==> src/rtl/pc_sequencer.sv <==
// pc_sequencer: selects the program-counter source every cycle.
// Holds the PC at the reset address for RST_CYCLES cycles after reset, then
// arbitrates between illegal-op trap, external interrupt, jump, branch and
// sequential fetch. A taken trap saves the return PC in XP and inserts a single
// bubble cycle before normal fetch resumes.
module pc_sequencer #(
  parameter int RST_CYCLES = 2,  // legal range 1..15
  parameter int CNT_W      = 8
) (
  input  logic             clk,
  input  logic             RESET_N,
  input  logic             stall,
  input  logic             is_br,
  input  logic             br_on_nz,
  input  logic             z,
  input  logic             is_jmp,
  input  logic             ill_op,
  input  logic             irq,
  input  logic             pc_msb,
  output logic [2:0]       PCSEL,
  output logic             pc_en,
  output logic             xp_wr,
  output logic             irq_ack,
  output logic [1:0]       trap_cause,
  output logic [CNT_W-1:0] trap_count
);

  localparam logic [2:0] SEL_INCR = 3'b000;
  localparam logic [2:0] SEL_BR   = 3'b001;
  localparam logic [2:0] SEL_JT   = 3'b010;
  localparam logic [2:0] SEL_ILL  = 3'b011;
  localparam logic [2:0] SEL_XADR = 3'b100;
  localparam logic [2:0] SEL_RST  = 3'b101;

  localparam logic [1:0] CAUSE_NONE = 2'b00;
  localparam logic [1:0] CAUSE_ILL  = 2'b01;
  localparam logic [1:0] CAUSE_IRQ  = 2'b10;

  localparam logic [3:0] BOOT_LOAD = 4'(RST_CYCLES - 1);

  typedef enum logic [1:0] {
    BOOT  = 2'd0,
    RUN   = 2'd1,
    FLUSH = 2'd2
  } state_t;

  state_t     state;
  logic [3:0] boot_cnt;
  logic       irq_s1;
  logic       irq_s2;
  logic       irq_s2_d;
  logic       irq_pend;
  logic       irq_rise;

  assign irq_rise = irq_s2 & ~irq_s2_d;

  // PC source arbitration: outputs follow the current state and this cycle's inputs.
  always_comb begin
    // NOTE: every output gets a default first so no path through the branches
    // below leaves a signal unassigned and infers a latch.
    PCSEL      = SEL_INCR;
    pc_en      = 1'b0;
    xp_wr      = 1'b0;
    irq_ack    = 1'b0;
    trap_cause = CAUSE_NONE;
    unique case (state)
      BOOT: begin
        PCSEL = SEL_RST;
        pc_en = 1'b1;
      end
      RUN: begin
        if (!stall) begin
          pc_en = 1'b1;
          if (ill_op) begin
            PCSEL      = SEL_ILL;
            xp_wr      = 1'b1;
            trap_cause = CAUSE_ILL;
          end else if (irq_pend && !pc_msb) begin
            PCSEL      = SEL_XADR;
            xp_wr      = 1'b1;
            irq_ack    = 1'b1;
            trap_cause = CAUSE_IRQ;
          end else if (is_jmp) begin
            PCSEL = SEL_JT;
          end else if (is_br && (z ^ br_on_nz)) begin
            PCSEL = SEL_BR;
          end
        end
      end
      FLUSH: begin
        // bubble: defaults already freeze the PC
      end
      default: begin
        PCSEL = SEL_RST;
      end
    endcase
  end

  // Sequencer state: boot hold countdown, then RUN with a one-cycle FLUSH after each trap.
  // NOTE: the asynchronous reset sits in the sensitivity list so BOOT is entered
  // the moment RESET_N falls, even without a running clock.
  always_ff @(posedge clk or negedge RESET_N) begin
    if (!RESET_N) begin
      state    <= BOOT;
      boot_cnt <= BOOT_LOAD;
    end else begin
      // NOTE: sequential state uses non-blocking assignments so every flop
      // samples pre-edge values regardless of statement order.
      unique case (state)
        BOOT: begin
          if (boot_cnt == 4'd0) state <= RUN;
          else                  boot_cnt <= boot_cnt - 4'd1;
        end
        RUN: begin
          if (xp_wr) state <= FLUSH;
        end
        FLUSH: begin
          state <= RUN;
        end
        default: begin
          state    <= BOOT;
          boot_cnt <= BOOT_LOAD;
        end
      endcase
    end
  end

  // Two-flop synchronizer for the asynchronous irq, plus one delay stage for edge detection.
  always_ff @(posedge clk or negedge RESET_N) begin
    if (!RESET_N) begin
      irq_s1   <= 1'b0;
      irq_s2   <= 1'b0;
      irq_s2_d <= 1'b0;
    end else begin
      irq_s1   <= irq;
      irq_s2   <= irq_s1;
      irq_s2_d <= irq_s2;
    end
  end

  // Pending interrupt: a new rising edge wins over a same-cycle acceptance.
  always_ff @(posedge clk or negedge RESET_N) begin
    if (!RESET_N)      irq_pend <= 1'b0;
    else if (irq_rise) irq_pend <= 1'b1;
    else if (irq_ack)  irq_pend <= 1'b0;
  end

  // Saturating count of traps taken (one per XP write).
  always_ff @(posedge clk or negedge RESET_N) begin
    if (!RESET_N)
      trap_count <= '0;
    else if (xp_wr && (trap_count != {CNT_W{1'b1}}))
      trap_count <= trap_count + CNT_W'(1);
  end

endmodule

==> config.mk <==
export PLATFORM = sky130hd
export DESIGN_NAME = pc_sequencer
export DESIGN_NICKNAME = d
export VERILOG_FILES = /design/src/rtl/pc_sequencer.sv
export SDC_FILE = /design/constraint.sdc
export NUM_CORES = 1
export LEC_CHECK = 0
export ABC_CLOCK_PERIOD_IN_PS = 2200
export CAP_MARGIN = 20
export CORE_AREA = 8 8 63 65
export DETAILED_ROUTE_END_ITERATION = 10
export DIE_AREA = 0 0 71 73
export GPL_TIMING_DRIVEN = 0
export HOLD_SLACK_MARGIN = 0.08
export SETUP_SLACK_MARGIN = 0.15
export SLEW_MARGIN = 40
export SYNTH_ARGS = -nofsm -noshare
export SYNTH_HDL_FRONTEND = slang
export SYNTH_SLANG_ARGS = --single-unit
==> constraint.sdc <==
create_clock -name clk -period 2.2 [get_ports clk]
set_input_delay 0.66 -clock clk [delete_from_list [all_inputs] [get_ports clk]]
set_output_delay 0.66 -clock clk [all_outputs]
set_load 0.01 [all_outputs]
==> run metrics, run 1 <==
status=finished, final reports clean; Post-synth EDFFs=0; CTS tree=built; min Tclk post-route=2200 ps; Initial Util=0.355; CTS root buffer=clkbuf_4; final-stage net count=163; Synth Register Bits=18; cell-internal power=972 uW; Top FF cell, synth=dfrtp_1; FP Rows=20; RSZ-0062 raised after global routing=yes; n_diodes=0; Worst R2R Path Depth=9; Place WS=-835 ps; top area cells in the synthesized netlist=dfrtp_1 (41%), ha_1 (8.4%), nand2b_1 (4.8%), inv_1 (3.2%), nand2_1 (3.2%); Clock Skew=0.829 ps; Max FO, Critical Path=5; initial antenna violation count=0; Mean Syn Cell Area=9.89 um2; post-synthesis net count=123; Placed Area=0.00135 mm2; total wire length=2450 um; Die W=71 um; Die Footprint=0.00518 mm2; Setup crit end=PCSEL[2]; Cell Area, Synth=0.00105 mm2; Area Overhead vs Synth=39.5%; Worst Setup SP=state[1]; Iter 0 DRT Violations=38; Sequential Power Share=0.338; io pins=26; buffer depth of the longest clock path=2; R2R Setup Slk=410 ps; # clock sinks=18; Yosys Warn Count=0; slowest stage delay, CP=400 ps; Finished Cell Area=0.00146 mm2; distinct cell type count of the synthesized netlist=34; ANT nets after route=0; Crit. End Element=output pin; crit path DAT=1540 ps; Critical Path Slowest Stage Cell=dfrtp_1; vias in the first global route=943; Max Transition Viols Final=0; Critical Path Start Type=flop; DR DRC count=0; Post-synth ARST share=1.00; f_max=455 MHz; Comb pwr share=0.561; final period utilization=0.999; most common cell after layout, fill and taps aside=dfrtp_1; WL/cell=13.8 um; max_slew headroom=0.741; largest net degree at the start of global routing=19; layout cells sized above 1=0.290; Setup Total Neg Slack=0 ps; global placement routability congestion=0.785; sw frac=0.391; min setup slack post-route=2.70 ps; Mapped Cells=106; post-synth top area cell=dfrtp_1; maximum VDD drop=0.000594 V; Worst-Margin Slew=389 ps; Critical Path RT=1540 ps; R2R Path End=trap_count[7]; critical path buffer and inverter count=3; critical-path cell list=inv_2 > ha_4 > nand2b_4 > buf_6 > nor3_4 > o21bai_1 > buf_2; Max-Cap Viols=0; P_sw=625 uW; Power Dens Cells=1090 mW/mm2; first-pass GRT wire length=4060 um; Detailed Place HPWL=1760 um; WS Path Type=reg2out; hold_buf cts=0; via count=911; endpoints failing setup=0; Hold WC Path Type=in2async; Levels on crit path=7; area share of the leading cell type in the synthesized netlist=0.406; PortBufs=25; register area share after synthesis=0.431; drt first pass iters=4; Clock Power Share=0.101; delay-heaviest family, CP=flip-flops; worst skew pair latency=280 ps; Worst-path clk slew=90 ps; Total GRT Usage=0.0957; Core ar.=0.00295 mm2; vias per cell=5.12; cts bufs inserted=3; Hold Vio Cnt, Final=0; Layout Cells excl Fill=178; htree depth=1; placed insts=164; grt total ovfl=0; Die Ht=73 um; Crit Reg-Reg Startpoint=state[1]; most frequent cells in the layout=dfrtp_1 (16), buf_4 (10), nand2_1 (9), buf_2 (9), clkdlybuf4s50_1 (9); Pleak=0.690 nW
state kept, by name, summed over array words and instances (netlist names):
signal	count
boot_cnt	4
irq_pend	1
irq_s1	1
irq_s2	1
irq_s2_d	1
state	2
trap_count	8
through the flow:
stage / hold slack (ps) / total power [mW] / utilization
5_1_grt: 300 / 1.72 / 0.495
3_5_place_dp: 338 / 1.33 / 0.458
2_1_floorplan: 331 / 1.01 / -
3_3_place_gp: 338 / 1.30 / 0.458
6_report: 287 / 1.60 / 0.495
4_1_cts: 366 / 1.58 / 0.491
worst register-to-register path: cells and delay by family (launching register included):
family                     cells  cell delay (ps)
AOI/OAI and AO/OA              1              140
DFF                            1              400
and+or+nand+nor                2              160
muxes                          1              320
adders and majority gates      1              160
buffers and inverters          4              510
what timing repair did:
item,in CTS,in global routing
pin swaps,5,0
buffers inserted,8,2
endpoints found under the setup margin,8,8
resized for setup,67,1
how the worst min path moves through the flow:
stage	to	slack [ps]	cells past startpoint
floorplan	irq_s2	330	0
global placement	irq_s2	340	0
detailed placement	irq_s2	340	0
CTS	irq_s2	370	0
global route	trap_count[3]	300	1
finish	trap_count[1]	290	1
final cells by class:
type                    count  area, um2
fillers                   283       1490
multi-input cells          76        589
flip-flops and latches     18        453
repair buffers             35        287
well taps                  33       41.3
inverters                   9       33.8
plain buffers               3       32.5
clock buffers               4       26.3
metal layers:
layer	share of wire	track usage	vias to the layer above
met5	0	0	-
li1	-	-	451
met3	0.047	0.0261	2
met1	0.41	0.100	443
met2	0.54	0.177	15
met4	0.0037	0.0370	0
cell families (layout without fill, tap and decap cells):
family                     Yosys count  in the layout  share of synthesized area
AOI/OAI and AO/OA                   18             18                      0.122
and+or+nand+nor                     41             41                      0.211
DFF                                 18             18                      0.431
muxes                                7              7                     0.0740
adders and majority gates            7              7                     0.0835
xor gates and xnor gates             3              3                     0.0251
buffers and inverters               12             51                     0.0537
Yosys cell counts, drive strengths merged (2+ instances only):
library cell / count
nand2: 9
o21ai: 3
a21oi: 5
nand4: 5
buf: 2
nor2: 4
nand3: 5
dfrtp: 17
a22o: 2
ha: 7
xnor2: 2
mux2: 6
inv: 9
nand2b: 8
o22ai: 2
nor3b: 2
nor2b: 4
power by group through the flow:
| stage | clock network, mW | registers [mW] | logic, mW |
|---|---|---|---|
| floorplan | 0 | 0.544 | 0.466 |
| global placement | 0 | 0.540 | 0.764 |
| detailed placement | 0 | 0.544 | 0.785 |
| CTS | 0.169 | 0.537 | 0.878 |
| global route | 0.185 | 0.557 | 0.978 |
| finish | 0.161 | 0.540 | 0.896 |
(Power assumes the default switching activity.)
==> run 2, diff against run 1 <==
--- a/config.mk
+++ b/config.mk
@@ -7,9 +7,9 @@
 export LEC_CHECK = 0
 export ABC_CLOCK_PERIOD_IN_PS = 2200
 export CAP_MARGIN = 20
-export CORE_AREA = 8 8 63 65
+export CORE_AREA = 2 2 57 59
 export DETAILED_ROUTE_END_ITERATION = 10
-export DIE_AREA = 0 0 71 73
+export DIE_AREA = 0 0 59 61
 export GPL_TIMING_DRIVEN = 0
 export HOLD_SLACK_MARGIN = 0.08
 export SETUP_SLACK_MARGIN = 0.15
==> run metrics, run 2 (same netlist as run 1, synthesis figures left out) <==
status=finished, violations left; failing checks=negative setup slack; P_sw=615 uW; vias in the first global route=885; # clock sinks=18; Pleak=0.699 nW; most common cell after layout, fill and taps aside=dfrtp_1; max_slew headroom=0.745; Placed Area=0.00135 mm2; max FFs per register=8; Initial Util=0.355; R2R Setup Slk=360 ps; Area Overhead vs Synth=41.5%; Max Transition Viols Final=0; htree depth=1; RSZ-0062 raised after global routing=yes; top flop regs=trap_count (8), boot_cnt (4), state (2); Setup Total Neg Slack=-51.8 ps; Total GRT Usage=0.133; PortBufs=25; critical path buffer and inverter count=3; worst skew pair latency=290 ps; GRT Max-Usage Layer=met2; Most flops, register=trap_count; Crit. End Element=output pin; global placement routability congestion=0.760; Max-Cap Viols=0; ANT nets after route=0; Core ar.=0.00295 mm2; critical-path cell list=inv_2 > ha_4 > nand2b_4 > buf_8 > nor3_4 > o21bai_1 > buf_2; min setup slack post-route=-35.2 ps; Finished Cell Area=0.00148 mm2; WL/cell=11.8 um; Critical Path RT=1540 ps; Worst-path clk slew=100 ps; delay-heaviest family, CP=flip-flops; min Tclk post-route=2240 ps; Worst Setup SP=state[1]; Crit Reg-Reg Startpoint=state[1]; Hold WC Path Type=in2async; Clock Power Share=0.106; Clock Skew=8.92 ps; Place WS=-851 ps; initial antenna violation count=0; Iter 0 DRT Violations=38; Die Footprint=0.00360 mm2; grt met3 use=0.0192; io pins=26; Worst R2R Path Depth=8; f_max=447 MHz; DR DRC count=0; Critical Path Start Type=flop; Comb pwr share=0.556; total wire length=2120 um; Die W=59 um; cell-internal power=984 uW; most frequent cells in the layout=dfrtp_1 (16), buf_4 (11), buf_2 (10), nand2_1 (9), clkdlybuf4s50_1 (9); largest net degree at the start of global routing=19; Power Dens Cells=1080 mW/mm2; layout cells sized above 1=0.301; buffer depth of the longest clock path=2; crit path DAT=1580 ps; drt first pass iters=4; slowest stage delay, CP=420 ps; Sequential Power Share=0.339; n_diodes=0; R2R Path End=state[1]; final period utilization=1.02; via count=899; Detailed Place HPWL=1560 um; Die Ht=61 um; Worst-Margin Slew=382 ps; Pwr Total=1.60 mW; first-pass GRT wire length=3680 um; final-stage net count=164; sw frac=0.384; grt total ovfl=0; vias per cell=5.02; maximum VDD drop=0.000468 V; endpoints failing setup=3; CTS root buffer=clkbuf_4; WHS=271 ps; Critical Path Slowest Stage Cell=dfrtp_1; Max FO, Critical Path=6; Hold Vio Cnt, Final=0; met1 Use GR=0.174; met2 usage=0.230; FP Rows=20; cts bufs inserted=3; WS Path Type=reg2out; CTS tree=built
-- run 2: worst max path at each step --
stage,endpoint,cells after the start
final,PCSEL[2],7
after global routing,PCSEL[2],7
after CTS,PCSEL[2],7
after detailed placement,PCSEL[1],5
after global placement,PCSEL[1],5
after floorplan,PCSEL[1],3
-- run 2: layer usage --
layer | routed length (um) | part of all wire
met1 | 1050 | 0.49
met2 | 1010 | 0.48
met3 | 48 | 0.023
met4 | 17 | 0.0080
met5 | 0 | 0
-- run 2: what timing repair did --
item	in CTS	in global routing
gates resized for setup	64	1
setup endpoints to repair	8	8
pin swaps	7	0
setup buffers	6	5
hold buffers	0	0
-- run 2: metrics by stage --
stage | utilization | instances
floorplan | - | 106
global placement | 0.458 | 164
detailed placement | 0.458 | 164
CTS | 0.491 | 174
global route | 0.503 | 179
finish | 0.503 | 179
-- run 2: layout make-up --
cell class                 count  area [um2]
clock buffer                   4        26.3
multi-input combinational     76         598
buffer                         3        36.3
tap                           33        41.3
sequential                    18         453
inverter                       9        33.8
timing repair buffer          36         295
fill                         295        1470
-- run 2: power groups by stage --
stage	Combinational (mW)	Sequential, mW	Clock [mW]
3_3_place_gp	0.756	0.541	0
2_1_floorplan	0.466	0.544	0
4_1_cts	0.857	0.539	0.175
3_5_place_dp	0.776	0.546	0
5_1_grt	0.995	0.561	0.183
6_report	0.888	0.541	0.169
